### src/rtl/spi_pkg.sv
// Shared definitions for the SPI master controller.
//   spi_state_e    : frame sequencer states
//   DEF_FRAME_BITS : default frame length (24-bit shift-register slave)
//   DEF_CLK_DIV    : default clk cycles per SCK half-period
//   max3()         : sizes the shared phase timer
package spi_pkg;

  typedef enum logic [2:0] {
    IDLE,
    SETUP,
    SCK_LO,
    SCK_HI,
    HOLD
  } spi_state_e;

  localparam int DEF_FRAME_BITS = 24;
  localparam int DEF_CLK_DIV    = 2;

  function automatic int max3(input int a, input int b, input int c);
    int m;
    m = (a > b) ? a : b;
    return (m > c) ? m : c;
  endfunction

endpackage

### src/rtl/spi_sck_timer.sv
// Loadable down-counter used for every SPI phase interval (CS setup, SCK
// half-periods, CS hold).
//   clk, reset_n : system clock, async active-low reset
//   load         : start a new interval; load_val = interval length - 1
//   expire       : one-cycle pulse on the final cycle of the interval
// A load on the expire cycle chains straight into the next interval with no
// gap, which is how consecutive phases stay exactly their nominal length.
module spi_sck_timer #(
  parameter int W = 2
) (
  input  logic         clk,
  input  logic         reset_n,
  input  logic         load,
  input  logic [W-1:0] load_val,
  output logic         expire
);

  logic [W-1:0] cnt;
  logic         armed;

  always_ff @(posedge clk or negedge reset_n) begin
    if (!reset_n) begin
      cnt   <= '0;
      armed <= 1'b0;
    end else if (load) begin
      cnt   <= load_val;
      armed <= 1'b1;
    end else if (armed) begin
      if (cnt == '0) armed <= 1'b0;
      else           cnt   <= cnt - W'(1);
    end
  end

  // armed keeps expire from sitting high while the sequencer is idle
  assign expire = armed && (cnt == '0);

endmodule

### src/rtl/spi_master_ctrl.sv
// Single-master SPI frame sequencer for the serial shift-register slave.
//   clk, reset_n : system clock, async active-low reset
//   start        : frame request, accepted only in IDLE
//   tx_data      : word to send, captured when start is accepted
//   busy         : frame in progress
//   done         : one-cycle pulse in the first IDLE cycle, rx_data valid
//   rx_data      : last received word, held until the next done
//   pad_cs       : chip select (active high) framing the transfer
//   pad_sck      : serial clock, idle low
//   pad_din      : serial data to slave, MSB first
//   pad_dout     : serial data from slave, captured MSB first
// Every output is a flop loaded from the next-state decode, so the pads are
// glitch-free and line up cycle-exactly with the FSM state.
module spi_master_ctrl
  import spi_pkg::*;
#(
  parameter int FRAME_BITS = DEF_FRAME_BITS,
  parameter int CLK_DIV    = DEF_CLK_DIV,
  parameter int CS_SETUP   = 1,
  parameter int CS_HOLD    = 1
) (
  input  logic                  clk,
  input  logic                  reset_n,
  input  logic                  start,
  input  logic [FRAME_BITS-1:0] tx_data,
  output logic                  busy,
  output logic                  done,
  output logic [FRAME_BITS-1:0] rx_data,
  output logic                  pad_cs,
  output logic                  pad_sck,
  output logic                  pad_din,
  input  logic                  pad_dout
);

  // one timer covers all phases, so it is sized for the longest one
  localparam int TMAX = max3(CLK_DIV, CS_SETUP, CS_HOLD);
  localparam int TW   = $clog2(TMAX + 1);
  localparam int BW   = $clog2(FRAME_BITS + 1);

  spi_state_e state, state_nxt;

  logic [FRAME_BITS-1:0] tx_sh, tx_sh_nxt;
  logic [FRAME_BITS-1:0] rx_sh, rx_sh_nxt;
  logic [BW-1:0]         bit_cnt, bit_cnt_nxt;
  logic                  accept;
  logic                  shift;
  logic                  tmr_load;
  logic [TW-1:0]         tmr_val;
  logic                  tmr_expire;

  spi_sck_timer #(.W(TW)) u_tmr (
    .clk      (clk),
    .reset_n  (reset_n),
    .load     (tmr_load),
    .load_val (tmr_val),
    .expire   (tmr_expire)
  );

  // next-state
  always_comb begin
    state_nxt = state;
    accept    = 1'b0;
    shift     = 1'b0;
    unique case (state)
      IDLE: begin
        if (start) begin
          accept    = 1'b1;
          state_nxt = SETUP;
        end
      end
      SETUP:  if (tmr_expire) state_nxt = SCK_LO;
      SCK_LO: if (tmr_expire) state_nxt = SCK_HI;
      SCK_HI: begin
        // end of the high phase: slave has seen the rise, move to next bit
        if (tmr_expire) begin
          shift     = 1'b1;
          state_nxt = (bit_cnt == BW'(1)) ? HOLD : SCK_LO;
        end
      end
      HOLD:    if (tmr_expire) state_nxt = IDLE;
      default: state_nxt = IDLE;
    endcase
  end

  // every state change starts a fresh interval for the state being entered
  always_comb begin
    tmr_load = (state_nxt != state);
    tmr_val  = '0;
    case (state_nxt)
      SETUP:          tmr_val = TW'(CS_SETUP - 1);
      SCK_LO, SCK_HI: tmr_val = TW'(CLK_DIV - 1);
      HOLD:           tmr_val = TW'(CS_HOLD - 1);
      default:        tmr_val = '0;
    endcase
  end

  // shift-register / bit counter datapath
  always_comb begin
    tx_sh_nxt   = tx_sh;
    rx_sh_nxt   = rx_sh;
    bit_cnt_nxt = bit_cnt;
    if (accept) begin
      tx_sh_nxt   = tx_data;
      rx_sh_nxt   = '0;
      bit_cnt_nxt = BW'(FRAME_BITS);
    end else if (shift) begin
      tx_sh_nxt   = tx_sh << 1;
      rx_sh_nxt   = (rx_sh << 1) | FRAME_BITS'(pad_dout);
      bit_cnt_nxt = bit_cnt - BW'(1);
    end
  end

  always_ff @(posedge clk or negedge reset_n) begin
    if (!reset_n) begin
      state   <= IDLE;
      tx_sh   <= '0;
      rx_sh   <= '0;
      bit_cnt <= '0;
    end else begin
      state   <= state_nxt;
      tx_sh   <= tx_sh_nxt;
      rx_sh   <= rx_sh_nxt;
      bit_cnt <= bit_cnt_nxt;
    end
  end

  // registered outputs decoded from the state being entered
  always_ff @(posedge clk or negedge reset_n) begin
    if (!reset_n) begin
      busy    <= 1'b0;
      done    <= 1'b0;
      rx_data <= '0;
      pad_cs  <= 1'b0;
      pad_sck <= 1'b0;
      pad_din <= 1'b0;
    end else begin
      busy    <= (state_nxt != IDLE);
      pad_cs  <= (state_nxt != IDLE);
      pad_sck <= (state_nxt == SCK_HI);
      // din changes only on accept or at the end of SCK_HI, i.e. with a fall
      pad_din <= (state_nxt != IDLE) && tx_sh_nxt[FRAME_BITS-1];
      done    <= (state == HOLD) && (state_nxt == IDLE);
      if ((state == HOLD) && (state_nxt == IDLE)) rx_data <= rx_sh;
    end
  end

endmodule

### config.mk
export PLATFORM = sky130hd
export DESIGN_NAME = spi_master_ctrl
export DESIGN_NICKNAME = d
export VERILOG_FILES = /design/src/rtl/spi_pkg.sv /design/src/rtl/spi_sck_timer.sv /design/src/rtl/spi_master_ctrl.sv
export SDC_FILE = /design/constraint.sdc
export NUM_CORES = 1
export LEC_CHECK = 0
export ABC_CLOCK_PERIOD_IN_PS = 2300
export CAP_MARGIN = 10
export CORE_MARGIN = 2
export CORE_UTILIZATION = 54
export DETAILED_ROUTE_END_ITERATION = 8
export PLACE_DENSITY = 0.8
export SLEW_MARGIN = 20
export SYNTH_ARGS = -nofsm -noshare
export SYNTH_HDL_FRONTEND = slang
export SYNTH_SLANG_ARGS = --single-unit
### constraint.sdc
create_clock -name clk -period 2.3 [get_ports clk]
set_input_delay 0.46 -clock clk [delete_from_list [all_inputs] [get_ports clk]]
set_output_delay 0.46 -clock clk [all_outputs]
set_load 0.02 [all_outputs]
Word-level counts from Yosys, hierarchy flattened --
Index checks and enable logic that the tools add are counted.
Word-level totals: bits in registers 87, output and inout port bits 29
Cells by class: add/sub/neg operators 2, equality and inequality tests 9, multiplexer cells 24, bitwise operators 1, reductions and logical operators 11
Operators by type and width (count):
- $mux W24 | 4
- $or A24 B1 Y24 | 1
- $mux W3 | 6
- $pmux W3 S5 | 1
- $eq A3 B2 Y1 const B | 4
- $mux W5 | 2
- $mux W1 | 8
- $logic_not A3 Y1 | 2
- $mux W2 | 3
- $eq A5 B1 Y1 const B | 1
- $sub A5 B1 Y5 const B | 1
- $reduce_bool A2 Y1 | 2
- $eq A3 B1 Y1 const B | 1
- $eq A3 B3 Y1 const B | 1
- $logic_and A1 B1 Y1 | 3
- $ne A3 B3 Y1 | 1
- $reduce_bool A3 Y1 | 1
- $logic_not A2 Y1 | 1
- $ne A2 B2 Y1 const B | 1
- $reduce_and A2 Y1 | 1
- $reduce_or A2 Y1 | 1
- $sub A2 B1 Y2 const B | 1

Logic depth before layout (Yosys ltp) --
word-level depth 8, gate-level depth with buffers 8

Cells and area by module --
A second synthesis with hierarchy kept.
Unflattened totals: cells, all modules 288, area total of the unflattened synthesis 3611.0 um^2
Modules (own cells, without submodules):
- spi_master_ctrl | times used 1, cells each 272, area an instance 3447.1 um^2, sequential area each 2102.0 um^2
- spi_sck_timer | times used 1, cells each 16, area an instance 163.9 um^2, sequential area each 75.1 um^2

Worst setup path before layout --
Ideal clock, no wire load.
path kind reg-to-reg, from register state[2], to register u_tmr.cnt[0], setup time 0.128 ns, arrival 1.472 ns, required time 2.172 ns, slack 0.701 ns, stages on the path, launching flop included 5, buffers on the path 1, cells stage by stage dfrtp_1 > buf_6 > or3_1 > a31oi_2 > mux2_1
Between the ends: longest elaborated chain between the ends 6
RTL lines:
- start: declaration | RTL line spi_master_ctrl.sv:40 | spi_state_e state, state_nxt;
- start signal: assignment | RTL line spi_master_ctrl.sv:120 | state <= state_nxt;
- $eq A3 B3 Y1, or another cell as far along | RTL line spi_master_ctrl.sv:64 | unique case (state)
- $pmux W3 S5 | RTL line spi_master_ctrl.sv:64
- $eq A3 B2 Y1 | RTL line spi_master_ctrl.sv:89 | case (state_nxt)
- $reduce_or A2 Y1 | RTL line spi_master_ctrl.sv:89
- $mux W1 | RTL line spi_master_ctrl.sv:89
- $mux W2 | RTL line spi_sck_timer.sv:25 | end else if (load) begin
- end signal: assignment | RTL line spi_sck_timer.sv:26 | cnt <= load_val;
- end signal: assignment | RTL line spi_sck_timer.sv:30 | else cnt <= cnt - W'(1);
- end: declaration | RTL line spi_sck_timer.sv:18 | logic [W-1:0] cnt;
Parallel ways exist; a longest one is shown, timed or not. A chain may end at the register's enable or synchronous reset.

Final worst setup path --
from register u_tmr.cnt[0], to register bit_cnt[0]
Between the ends: longest elaborated chain between the ends 5
RTL lines:
- $logic_not A2 Y1 | RTL line spi_sck_timer.sv:35 | assign expire = armed && (cnt == '0);
- $logic_and A1 B1 Y1 | RTL line spi_sck_timer.sv:35
- $mux W1 | RTL line spi_master_ctrl.sv:75 | if (tmr_expire) begin
- $mux W1 | RTL line spi_master_ctrl.sv:64
- $reduce_bool A2 Y1 (no source line)
- end signal: assignment | RTL line spi_master_ctrl.sv:123 | bit_cnt <= bit_cnt_nxt;
- end: declaration | RTL line spi_master_ctrl.sv:44 | logic [BW-1:0] bit_cnt, bit_cnt_nxt;
No other way between the ends.

==> out/results.ini <==
[run_status]
status=finished clean

[synthesis]
yosysMostFrequentCell=dfrtp_1
synth_area_leaders=dfrtp_1, a221o_1, mux2_4, nand3_1, nand2_1
syn-instance-count=320
yosysWarnings=0
syn_nets=351
ys_ff_latch=87
yosys-top-cells-count=dfrtp_1, nand2_1, nand3_1, o21ai_0, a221o_1
synth_area_sq_um=3830
synth-edff-count=0
synth_top_area_share_pct=56.8
async_flop_share_pct=100
ys.flop_type=dfrtp_1
yosysTopAreaCell=dfrtp_1
ys_types=49
seq_area_frac_synth_pct=56.8
syn_avg_cell_area_sq_um=12.0

[layout]
n_antenna_cell=0
nNetsFinal=399
regArea_sq_um=2180
areaGrowthSynthToFinish_pct=21.7
fillCellCount=514
fin_cells=468
multi_input_area_sq_um=1460
drive_gt1_share_pct=13.2

[global_route]
grt_pass1_vias=2584
grt_start_max_net_pins=55
grt_pass1_wl_um=12500
grt_overflow=0
grt_util_all_layers_pct=20.8
antenna_found_initial=0

[clock_network]
clock_latency_ps=350
cts-buffers-inserted=9
root_buffer=clkbuf_8
h-tree-depth=3
hold_buffers=0
clock_sinks=87
cts_tree=done
post_cts_buffers=0
cts_resized=0
clk_pin_slew_ps=80
cts.path.max_buffers=2

[sta]
fmax_mhz=501
period_share_pct=86.8
tightest_slew_ps=864
fin_setup_tns_ps=0
rsz0062_at_grt=no
fin_skew_ps=10.5
finalMaxSlewViolations=0
finalHoldViolCount=0
setup_violations=0
fin_crit_ps=2000
slew_headroom_pct=42.4
hold_ws_ps=48.8

[worst_setup_path]
endpoint_kind=flop
crit_cells=5
cp_cell_sequence=inv_1, ha_1, and3_1, a21oi_2, mux2_2
rr_startpoint=u_tmr.cnt[0]
crit_fanout=21
slowest_delay_ps=680
critPathLaunchType=flop
cpMaxStageDelayCell=a21oi_2
r2r_slack_ps=300
critPathBufInv=1
cp_top_family=compound AO/OA/AOI/OAI gates
worstPathArrival_ps=2280
worstSetupPathType=reg2reg
r2r-end=bit_cnt[0]
required_ps=2590
reg2regPathDepth=5

[job]
maxCapViolCount=0

[place]
gp_congestion=0.769
port_buffers=56
post-place-cells=453
dp_hpwl_um=4680

[drt]
drc_errors=0
vias=2644
drt_first_pass_iters=5
drtIter0Drc=189
ant_nets=0
viasPerCell=5.65
routed_wl_um=7360
wl_per_cell_um=15.7

[floorplan]
io_pins=57
core-area_sq_um=6830
die_x_um=88.3
rows=30
initial_utilization_pct=56.1
die_h_um=88.3
dieArea_sq_um=7790

[worst_hold_path]
hold_class=in2async

[power]
p_leak_nw=2.09
p_per_area_nw_per_um2=1050
peakVddDrop_uv=593

-- how the worst max path moves through the flow --
stage,start,endpoint,slack (ps)
detailed placement,start,bit_cnt[0],150
finish,u_tmr.cnt[0],bit_cnt[0],300
floorplan,state[2],u_tmr.cnt[0],700
global route,u_tmr.cnt[0],bit_cnt[0],90
global placement,start,bit_cnt[0],200
CTS,u_tmr.cnt[0],bit_cnt[0],290
-- where the power goes --
part | internal [W] | switching, W | total [W]
registers | 0.00194 | 0.000364 | 0.00231
clock network | 0.000720 | 0.000533 | 0.00125
logic | 0.000628 | 0.000724 | 0.00135
-- registers in the layout, summed over array words and instances, names as in the netlist --
signal / flops
rx_sh: 24
pad_din: 1
pad_cs: 1
u_tmr.armed: 1
state: 3
bit_cnt: 5
tx_sh: 24
pad_sck: 1
done: 1
rx_data: 24
u_tmr.cnt: 2
-- area by class of cell --
type	count	area share (%)
Clock buffer	10	2.74
Timing Repair Buffer	64	13.8
Tap cell	96	2.58
Multi-Input combinational cell	199	31.4
Inverter	7	0.563
Sequential cell	87	46.7
Clock inverter	5	2.28
-- layer usage --
layer / wire length (um) / vias to the layer above / share of wire [%] / GRT usage [%]
met2: 3460 / 100 / 47 / 31.7
met3: 375 / 13 / 5.1 / 3.54
li1: - / 1234 / - / -
met5: 0 / - / 0 / 0
met1: 3400 / 1297 / 46 / 30.2
met4: 123 / 0 / 1.7 / 8.40
-- worst reg2reg max path, stage by stage (launching register included) --
cell and delay, ps:
dfrtp_1 330, inv_1 60, ha_1 320, and3_1 250
a21oi_2 680, mux2_2 310
-- through the flow --
step / instance area, sq um / power [W] / utilization, % / setup WS [ps]
floorplan: 3830 / 0.00332 / - / 701
global placement: 4430 / 0.00360 / 64.9 / 197
detailed placement: 4430 / 0.00367 / 64.9 / 150
CTS: 4660 / 0.00493 / 68.3 / 293
global route: 4660 / 0.00521 / 68.3 / 88.7
finish: 4660 / 0.00491 / 68.3 / 303
-- cells by family after synthesis --
kind of cell    synth area share [%]
compound gates                  12.1
xor+xnor                       0.457
fa+ha+maj                      0.979
buf+inv                         5.29
flops                           56.8
mux                             9.40
simple gates                    15.0
-- cell usage in the layout (no fill, tap or decap), types with 2 or more instances in the layout --
cell type	instances
dfrtp_1	87
clkdlybuf4s50_1	55
nand2_1	33
nand3_1	29
o21ai_0	20
a221o_1	19
and2_1	18
mux2_1	10
mux2_4	10
clkbuf_8	9
inv_1	7
buf_4	7
o21ai_1	6
mux2_2	6
nor2_1	4
nand4b_1	3
mux2i_1	3
ha_1	3
bufinv_16	3
nor2_4	2
a32oi_1	2
o31ai_1	2
nor3_1	2
buf_12	2
(Power assumes the default switching activity.)
